$ cat src/rtl/wb_mem_arbiter.sv
// rtl/wb_mem_arbiter.sv - two-master round-robin Wishbone arbiter with per-grant watchdog
module wb_mem_arbiter #(
  parameter int         AW      = 32,
  parameter int         DW      = 32,
  parameter logic [7:0] TIMEOUT = 8'd255
) (
  input  logic            wb_clk_i,
  input  logic            wb_rst_i,
  // MAC DMA master
  input  logic            m0_cyc_o,
  input  logic            m0_stb_o,
  input  logic            m0_we_o,
  input  logic [AW-1:0]   m0_adr_o,
  input  logic [DW-1:0]   m0_dat_o,
  input  logic [DW/8-1:0] m0_sel_o,
  output logic            m0_ack_i,
  output logic            m0_err_i,
  output logic            m0_rty_i,
  output logic [DW-1:0]   m0_dat_i,
  // host traffic master
  input  logic            m1_cyc_o,
  input  logic            m1_stb_o,
  input  logic            m1_we_o,
  input  logic [AW-1:0]   m1_adr_o,
  input  logic [DW-1:0]   m1_dat_o,
  input  logic [DW/8-1:0] m1_sel_o,
  output logic            m1_ack_i,
  output logic            m1_err_i,
  output logic            m1_rty_i,
  output logic [DW-1:0]   m1_dat_i,
  // memory slave
  output logic            s_cyc,
  output logic            s_stb,
  output logic            s_we,
  output logic [AW-1:0]   s_adr,
  output logic [DW-1:0]   s_dat_w,
  output logic [DW/8-1:0] s_sel,
  input  logic            s_ack,
  input  logic            s_err,
  input  logic            s_rty,
  input  logic [DW-1:0]   s_dat_r,
  output logic [1:0]      gnt,
  output logic            timeout_o
);

  typedef enum logic [1:0] {IDLE = 2'd0, G0 = 2'd1, G1 = 2'd2} state_t;

  localparam logic [7:0] WD_LIMIT = TIMEOUT - 8'd1;

  state_t     state, state_nxt;
  logic       last, last_nxt;
  logic [7:0] wd_cnt, wd_cnt_nxt;
  logic       gnt_stb;
  logic       s_term;
  logic       wd_err;

  // State, round-robin pointer and watchdog registers
  always_ff @(posedge wb_clk_i) begin
    if (wb_rst_i) begin
      state  <= IDLE;
      last   <= 1'b1;
      wd_cnt <= 8'd0;
    end else begin
      state  <= state_nxt;
      last   <= last_nxt;
      wd_cnt <= wd_cnt_nxt;
    end
  end

  // Grant selection: hold for the whole cyc envelope, hand off directly on release
  always_comb begin
    state_nxt = state;
    last_nxt  = last;
    case (state)
      IDLE: begin
        if (m0_cyc_o && m1_cyc_o) state_nxt = last ? G0 : G1;
        else if (m0_cyc_o)        state_nxt = G0;
        else if (m1_cyc_o)        state_nxt = G1;
      end
      G0: begin
        if (!m0_cyc_o) state_nxt = m1_cyc_o ? G1 : IDLE;
      end
      G1: begin
        if (!m1_cyc_o) state_nxt = m0_cyc_o ? G0 : IDLE;
      end
      default: state_nxt = IDLE;
    endcase
    if (state_nxt != state) begin
      if (state_nxt == G0) last_nxt = 1'b0;
      if (state_nxt == G1) last_nxt = 1'b1;
    end
  end

  // Watchdog: counts consecutive unanswered strobe cycles of the current grant
  always_comb begin
    gnt_stb    = ((state == G0) && m0_stb_o) || ((state == G1) && m1_stb_o);
    s_term     = s_ack || s_err || s_rty;
    wd_err     = gnt_stb && !s_term && (wd_cnt == WD_LIMIT);
    wd_cnt_nxt = wd_cnt + 8'd1;
    if (!gnt_stb || s_term || wd_err || (state_nxt != state)) wd_cnt_nxt = 8'd0;
  end

  // Slave mux and termination routing, driven purely by the current grant
  always_comb begin
    s_cyc    = 1'b0;
    s_stb    = 1'b0;
    s_we     = 1'b0;
    s_adr    = '0;
    s_dat_w  = '0;
    s_sel    = '0;
    m0_ack_i = 1'b0;
    m0_err_i = 1'b0;
    m0_rty_i = 1'b0;
    m1_ack_i = 1'b0;
    m1_err_i = 1'b0;
    m1_rty_i = 1'b0;
    case (state)
      G0: begin
        s_cyc    = m0_cyc_o;
        s_stb    = m0_stb_o && !wd_err;
        s_we     = m0_we_o;
        s_adr    = m0_adr_o;
        s_dat_w  = m0_dat_o;
        s_sel    = m0_sel_o;
        m0_ack_i = s_ack;
        m0_err_i = s_err || wd_err;
        m0_rty_i = s_rty;
      end
      G1: begin
        s_cyc    = m1_cyc_o;
        s_stb    = m1_stb_o && !wd_err;
        s_we     = m1_we_o;
        s_adr    = m1_adr_o;
        s_dat_w  = m1_dat_o;
        s_sel    = m1_sel_o;
        m1_ack_i = s_ack;
        m1_err_i = s_err || wd_err;
        m1_rty_i = s_rty;
      end
      default: ;
    endcase
  end

  assign m0_dat_i  = s_dat_r;
  assign m1_dat_i  = s_dat_r;
  assign gnt       = {state == G1, state == G0};
  assign timeout_o = wd_err;

endmodule
$ cat config.mk
export PLATFORM = sky130hd
export DESIGN_NAME = wb_mem_arbiter
export DESIGN_NICKNAME = d
export VERILOG_FILES = /design/src/rtl/wb_mem_arbiter.sv
export SDC_FILE = /design/constraint.sdc
export NUM_CORES = 1
export LEC_CHECK = 0
export BUFFER_PORTS_ARGS = -buffer_cell sky130_fd_sc_hd__buf_2
export CORE_AREA = 3 3 126 128
export CTS_CLUSTER_DIAMETER = 120
export CTS_CLUSTER_SIZE = 10
export DETAILED_ROUTE_END_ITERATION = 8
export DIE_AREA = 0 0 129 131
export PLACE_DENSITY = 0.56
export SYNTH_ARGS = -nofsm -noshare
export SYNTH_HDL_FRONTEND = slang
export SYNTH_SLANG_ARGS = --single-unit
$ cat constraint.sdc
create_clock -name wb_clk_i -period 1.9 [get_ports wb_clk_i]
set_input_delay 0.285 -clock wb_clk_i [delete_from_list [all_inputs] [get_ports wb_clk_i]]
set_output_delay 0.285 -clock wb_clk_i [all_outputs]
set_load 0.005 [all_outputs]
# Word-level counts from Yosys, hierarchy flattened
# Index checks and enable logic that the tools add are counted.
# totals
ff_bits	11
output_inout_bits	144
# op_classes
add_sub_neg	1
n_eq_ne	6
n_mux	23
reduce_logical	21
# op_table
cell	n
32-bit one-hot mux with 2 select lines	2
2-bit 2-to-1 mux	7
1-bit 2-to-1 mux	9
8-bit by 1-bit adder with 8-bit output (second input constant)	1
8-bit == test (second input constant)	1
4-bit one-hot mux with 2 select lines	1
1-bit logical AND	7
1-bit logical OR	7
1-bit one-hot mux with 2 select lines	3
2-bit one-hot mux with 3 select lines	1
2-bit by 1-bit == test with 1-bit output (second input constant)	2
2-bit == test (second input constant)	2
1-bit zero test	3
2-bit zero test	1
2-bit inequality test	1
2-bit AND reduction	1
2-bit nonzero test	1
2-bit OR reduction	1

# Depth between registers and ports, before layout
# Gate-level depths: netlist of the first run.
# logic_depth
ltp_word	8
ltp_mapped	10

# Least setup slack after synthesis of the first run
# Ideal clock, no wire load.
# synth_timing
kind	reg-to-reg
startpoint	reg state[0]
endpoint	reg last
setup_time_ps	72
arrival_time_ps	1914
t_required_ps	1828
path_slack_ps	-85
path_stages_with_launch	10
n_path_buf	2
path_cell_list	dfxtp_1 > inv_1 > ha_1 > buf_2 > clkbuf_1 > a32oi_1 > a21o_1 > ha_1 > a21oi_2 > mux2i_1
# synth_between
elab_cells_between_ends	15
# synth_lines
element	line	source
start: declaration	50	state_t state, state_nxt;
start signal: assignment	64	state <= state_nxt;
2-bit == test *	n/a	
via gnt[1]	42	output logic [1:0] gnt,
2-bit one-hot mux with 3 select lines *	74	case (state)
2-bit by 1-bit == test with 1-bit output or 2-bit == test (tied branches)	89, 90	
2-bit nonzero test (no source line)	n/a	
2-bit AND reduction (no source line)	n/a	
end signal: assignment	65	last <= last_nxt;
end: declaration	51	logic last, last_nxt;
# The timed path passes the listed nets; every way through them passes the cells marked *.
# A chain may end at the register's enable or synchronous reset.

# Final worst setup path of the first run
# layout_timing
startpoint	reg state[0]
endpoint	out m1_err_i
# layout_between
elab_chain_cells	7
elab_cells_between_ends	9
# layout_lines
element	line	source
2-bit by 1-bit == test with 1-bit output or 2-bit == test (tied branches)	96, 117	
1-bit logical AND	96	gnt_stb = ((state == G0) && m0_stb_o) || ((state == G1) && m1_stb_o);
1-bit logical OR	96	
1-bit logical AND (2 in a row)	98	wd_err = gnt_stb && !s_term && (wd_cnt == WD_LIMIT);
1-bit logical OR	137	m1_err_i = s_err || wd_err;
1-bit 2-to-1 mux *	117	case (state)
end: declaration	28	output logic m1_err_i,
# Every way passes the cells marked *; elsewhere a longest branch is shown, timed or not.

==> results.py, run 1 <==
metrics = {
    "placed_design": {
        "port-buffer-count": 226,
        "gp_congestion": 0.7407,
        "dp_hpwl_um": 6989,
    },
    "timing": {
        "timing.clock.skew_ps": 0.4884,
        "setup_viol_count_final": 5,
        "final_hold_fails": 0,
        "rsz0062_at_grt": "true",
        "layout_worst_path_cycle_share_pct": 107.7,
        "total_negative_slack_ps": -450.1,
        "timing.final.ws_setup_ps": -146.7,
        "slew_headroom_pct": 74.52,
        "period_minus_slack_ps": 2047,
        "report.final.slew_viol_count": 0,
        "maxClockFrequency_mhz": 488.6,
        "max_slew.worst_pin.slew_ps": 380.0,
    },
    "clock_network": {
        "clock_tree.buffer_depth": 2,
        "cts_root_buf": "clkbuf_16",
        "clkSlewWorstSetupHoldPaths_ps": 40,
        "cts-hold-fix-buffers": 0,
        "cts_buffers": 3,
        "cts.htree.levels": 1,
        "cts_tree": "built",
        "clock_sink_count": 11,
        "insertion_delay_ps": 240,
    },
    "route": {
        "drt-wirelength-per-cell_um": 13.25,
        "detailroute.via_count": 2881,
        "drc": 0,
        "wl_um": 9000,
        "via_per_inst": 4.243,
        "antenna_left": 0,
        "drt-initial-drc-count": 131,
        "drt_pre_antenna_iters": 4,
    },
    "synth": {
        "ys_dominant_reg_cell": "dfxtp_1",
        "synth_cell_types": 41,
        "synth_commonest_cells": "72 x a22oi_1, 71 x nor2b_1, 64 x buf_4",
        "number_of_enable_flip_flop_cells_after_synthesis": 0,
        "async_reset_ff_share_pct": 0,
        "synthTopCellsByArea": "a22oi_1 23%, buf_4 20%, nor2b_1 19%, dfxtp_1 9.4%, ha_1 4.3%",
        "leading_cell_type_by_number_of_instances_after_synthesis": "a22oi_1",
        "synth_cells": 326,
        "synth_nets": 513,
        "top_cell_type_by_total_area_after_synthesis": "a22oi_1",
        "postSynthRegisterBits": 11,
        "syn-cell-area_mm2": 0.002351,
        "syn-mean-instance-area_um2": 7.212,
        "yosysWarningCount": 0,
        "yosysSeqAreaShare_pct": 9.367,
        "fraction_of_synthesized_cell_area_taken_by_the_top_area_cell_type_pct": 22.99,
    },
    "layout": {
        "antenna-diode-count": 0,
        "num-nets-final": 679,
        "post_route_cells_drive_above_1_share_pct": 56.42,
        "area_growth_syn_to_layout_pct": 54.82,
        "fill_cells": 1681,
    },
    "die": {
        "die_w_um": 129,
        "placement_rows": 45,
        "floorplan.io_pins": 323,
        "core-area_mm2": 0.01498,
        "design.die.area_mm2": 0.01690,
        "initial_core_util_pct": 15.70,
        "die_h_um": 131,
    },
    "global_route": {
        "first_global_vias": 2416,
        "grt_use_total_pct": 8.662,
        "grt_max_degree": 37,
        "initial_antenna_violation_count": 0,
        "aggregate_global_routing_overflow": 0,
        "global_route_wire_length_before_repair_um": 11910,
    },
    "power_and_ir_drop": {
        "power.leakage_nw": 1.718,
        "total_power_mw": 2.307,
        "power.density_mw_per_mm2": 633.9,
        "max-vdd-ir-drop_mv": 0.2788,
    },
    "worst_hold_path": {
        "worstHoldPathType": "input pin to flip-flop",
        "min_delay_path_depth": 2,
    },
    "critical_path": {
        "ff2ff_path_depth": 6,
        "critical_path.reg2reg.startpoint": "state[1]$_SDFF_PP0_",
        "critical-path-slowest-cell": "or4_4",
        "worstSetupStartpointType": "flip-flop",
        "critPathMaxFanout": 4,
        "path_class": "flip-flop to primary output",
        "worst_path_largest_cell_delay_ps": 430,
        "capturing_element_of_the_worst_setup_path": "m1_err_i",
        "timing.reg2reg.setup_slack_ps": -20,
        "critical_path.endpoint_type": "primary output",
        "worst_setup_path_startpoint": "state[0]$_SDFF_PP0_",
        "capture_point_of_the_worst_reg_to_reg_path": "last$_SDFFE_PP1P_",
        "worst-endpoint-required_ps": 1620,
        "cp_cell_sequence": "buf_6 > ha_4 > a22oi_2 > or4_4 > nor3_4 > o21a_1 > buf_2",
        "worstPathArrival_ps": 1760,
    },
    "outcome": {
        "outcome": "finished, violations left",
        "failed_checks": "setup timing",
    },
    "job": {
        "timing.max_cap.violations": 0,
    },
}
## sequential cells by signal, summed over array words and instances (netlist names)
| register | flops |
|---|---|
| wd_cnt | 8 |
| state | 2 |
| last | 1 |
## report_power, final
| group | internal, mW | switching, mW | leakage [nW] |
|---|---|---|---|
| logic | 0.901 | 0.750 | 1.59 |
| clock network | 0.281 | 0.0989 | 0.0382 |
| registers | 0.252 | 0.0236 | 0.0902 |
## how the worst min path moves through the flow
stage | start | to
3_3_place_gp | wd_cnt[0]$_SDFF_PP0_ | wd_cnt[0]$_SDFF_PP0_
2_1_floorplan | wb_rst_i | state[0]$_SDFF_PP0_
4_1_cts | wb_rst_i | state[0]$_SDFF_PP0_
6_report | wb_rst_i | state[0]$_SDFF_PP0_
3_5_place_dp | wd_cnt[0]$_SDFF_PP0_ | wd_cnt[0]$_SDFF_PP0_
5_1_grt | wb_rst_i | state[1]$_SDFF_PP0_
## final cells by class
cell class / instances / area [um^2] / share of cell area (%)
Multi-Input combinational cell: 221 / 1634 / 44.90
Timing Repair Buffer: 251 / 1446 / 39.74
Tap cell: 188 / 235.2 / 6.463
Sequential cell: 11 / 225.2 / 6.188
Clock buffer: 4 / 78.83 / 2.166
Inverter: 4 / 20.02 / 0.5500
## placed cells by master (no fill, tap or decap), types with 5 or more instances in the layout
cell type	instances
nor2_1	18
buf_12	6
nand2_1	5
buf_2	226
dfxtp_1	9
buf_4	14
nor2b_1	68
and2_1	5
a22oi_1	68
## routing by layer
layer	vias up	wire length, um	track usage, %
met1	1265	3542	11.05
met4	0	232	3.397
met3	33	820	1.585
met5	-	0	0
li1	1411	-	-
met2	172	4405	14.48
## critical path: cells and delay by family, from the launching register on
kind	cells	cell delay [ps]
AND/OR/NAND/NOR	2	610
flip-flops	1	340
buffers and inverters	2	210
AO/OA/AOI/OAI	2	210
adder cells (fa/ha/maj)	1	140
## through the flow
stage | util, % | instance area, um^2 | setup slack (ps) | std cells | hold slack [ps]
5_1_grt | 24.30 | 3640 | -199.7 | 679 | 309.9
3_3_place_gp | 22.06 | 3303 | -22.23 | 669 | 446.3
2_1_floorplan | - | 2354 | 2.330 | 326 | 350.0
4_1_cts | 23.53 | 3523 | -192.6 | 676 | 284.2
6_report | 24.30 | 3640 | -146.7 | 679 | 289.2
3_5_place_dp | 22.06 | 3303 | -58.99 | 669 | 457.0
## kinds of logic (layout without fill, tap and decap cells)
family                     after synthesis  in the layout  share of synthesized area, %
muxes                                    2              2                        0.8516
xor gates and xnor gates                 6              6                         2.236
adders and majority gates                8              8                         4.258
and+or+nand+nor                        118            118                         29.43
AOI/OAI and AO/OA                       87             87                         28.10
buffers and inverters                   94            259                         25.76
DFF                                     11             11                         9.367
## timing repair
item	4_1_cts	5_1_grt
endpoints found under the setup margin	72	63
setup buffers	2	2
cloned	1	1
gates resized for setup	24	16
pin swaps	5	3
Power figures use the tool's default switching activity.
==> run 2, diff against run 1 <==
Settings changed: PLACE_DENSITY 0.56 to unset.
==> run 2 against run 1 <==
Net effect: combinational power grew 79%; largest cell class unchanged; the flow still finishes with violations (setup timing); clock power hardly changed; final cell count up 4.4%; clock-buffer cell count is the same; die area did not move.
==> results.py, run 2 (same netlist as run 1, synthesis figures left out) <==
metrics = {
    "layout": {
        "layout_common_cells": "220 x buf_2, 62 x a22oi_2, 37 x nor2b_1, 29 x nor2b_4, 15 x buf_4",
        "num-nets-final": 709,
        "largest_registers": "wd_cnt x8, state x2, last x1",
        "top_register": "wd_cnt",
        "antenna-diode-count": 0,
        "stdcell_count": 709,
        "largest_register_ffs": 8,
        "post_route_cells_drive_above_1_share_pct": 77.54,
        "final_common_cell": "buf_2",
        "area_growth_syn_to_layout_pct": 107.2,
    },
    "timing": {
        "layout_worst_path_cycle_share_pct": 108.9,
        "slew_headroom_pct": 73.47,
        "max_slew.worst_pin.slew_ps": 394.8,
        "timing.final.ws_setup_ps": -169.1,
        "period_minus_slack_ps": 2069,
        "maxClockFrequency_mhz": 483.3,
        "rsz0062_at_grt": "true",
        "timing.clock.skew_ps": 2.409,
        "setup_viol_count_final": 77,
        "report.final.slew_viol_count": 0,
        "final_hold_fails": 0,
    },
    "critical_path": {
        "critical_path.endpoint_type": "primary output",
        "path_class": "flip-flop to primary output",
        "ff2ff_path_depth": 11,
        "worst-endpoint-required_ps": 1620,
        "worstSetupStartpointType": "flip-flop",
        "worstPathArrival_ps": 1780,
        "critPathMaxFanout": 8,
    },
    "outcome": {
        "failed_checks": "setup timing",
        "outcome": "finished, violations left",
    },
    "die": {
        "placement_rows": 45,
        "die_w_um": 129,
        "die_h_um": 131,
        "design.die.area_mm2": 0.01690,
        "initial_core_util_pct": 15.70,
        "floorplan.io_pins": 323,
        "core-area_mm2": 0.01498,
    },
    "route": {
        "drt-wirelength-per-cell_um": 17.44,
        "antenna_left": 0,
        "drc": 0,
        "drt-initial-drc-count": 75,
        "detailroute.via_count": 3146,
        "drt_pre_antenna_iters": 4,
        "via_per_inst": 4.437,
        "wl_um": 12360,
    },
    "clock_network": {
        "cts.htree.levels": 1,
        "clkSlewWorstSetupHoldPaths_ps": 40,
        "cts_tree": "built",
        "cts_root_buf": "clkbuf_16",
        "insertion_delay_ps": 230,
        "cts-hold-fix-buffers": 0,
        "clock_sink_count": 11,
        "clock_tree.buffer_depth": 2,
        "cts_buffers": 3,
    },
    "global_route": {
        "global_route_wire_length_before_repair_um": 14350,
        "aggregate_global_routing_overflow": 0,
        "first_global_vias": 2629,
        "grt_max_degree": 45,
        "grt_use_total_pct": 10.74,
        "initial_antenna_violation_count": 0,
    },
    "placed_design": {
        "dp_hpwl_um": 7430,
        "port-buffer-count": 226,
        "gp_congestion": 0.7464,
        "place_ws_ps": -70.02,
        "place.detailed.instances": 663,
    },
    "power_and_ir_drop": {
        "power.density_mw_per_mm2": 739.4,
        "total_power_mw": 3.601,
        "power.leakage_nw": 2.124,
        "max-vdd-ir-drop_mv": 0.2405,
    },
    "worst_hold_path": {
        "worstHoldPathType": "input pin to flip-flop",
        "min_delay_path_depth": 2,
    },
    "job": {
        "timing.max_cap.violations": 0,
    },
}
## run 2: cell types whose count changed in the layout (fill, tap and decap cells not counted), sizes merged
cell    change
buf        +21
bufbuf      +1
clkbuf      +8
## run 2: worst max-delay path: stages (launching register included)
cell     delay, ps
dfxtp_4        370
inv_4           50
buf_6          110
buf_6          110
ha_4           290
buf_12         160
buf_6          110
buf_6           90
nor2b_1        130
buf_2          120
## run 2: metal layers
layer	vias to the layer above	global-route usage, %	wire, um
met5	-	0	0
li1	1481	-	-
met1	1474	14.16	4719
met2	160	17.93	6628
met4	0	3.459	241
met3	31	1.707	772
## run 2: cell type report
cell class              count  area [um^2]
flip-flops and latches     11        225.2
fillers                  1578        10110
well taps                 188        235.2
repair buffers            281         2116
multi-input cells         221         2198
clock buffers               4        78.83
inverters                   4        17.52
## run 2: report_power, final
group / internal (mW) / total (mW) / switching, mW
sequential: 0.252 / 0.275 / 0.0233
combinational: 1.74 / 2.95 / 1.21
clock: 0.281 / 0.377 / 0.0960
## run 2: path summary, 6_finish.rpt
kind / slack (ps) / end / start
max: -170 / s_dat_w[18] / state[1]$_SDFF_PP0_
min reg2reg: 470 / wd_cnt[0]$_SDFF_PP0_ / wd_cnt[0]$_SDFF_PP0_
max reg2reg: -150 / last$_SDFFE_PP1P_ / state[1]$_SDFF_PP0_
min: 280 / state[1]$_SDFF_PP0_ / wb_rst_i
## run 2: stage by stage
| stage | util [%] | hold slack (ps) | setup TNS (ps) | cell area (um^2) |
|---|---|---|---|---|
| after global routing | 32.52 | 291.4 | -11670 | 4871 |
| after detailed placement | 21.90 | 462.6 | -581.1 | 3281 |
| after CTS | 26.93 | 276.5 | -6513 | 4034 |
| after global placement | 21.90 | 445.5 | -242.9 | 3281 |
| final | 32.52 | 275.1 | -6937 | 4871 |
| after floorplan | - | 350.0 | 0 | 2354 |
## run 2: repair_timing
item	4_1_cts	5_1_grt
setup buffers	15	6
pin swaps	27	22
endpoints found under the setup margin	83	85
gates cloned	8	13
gates resized for setup	76	99
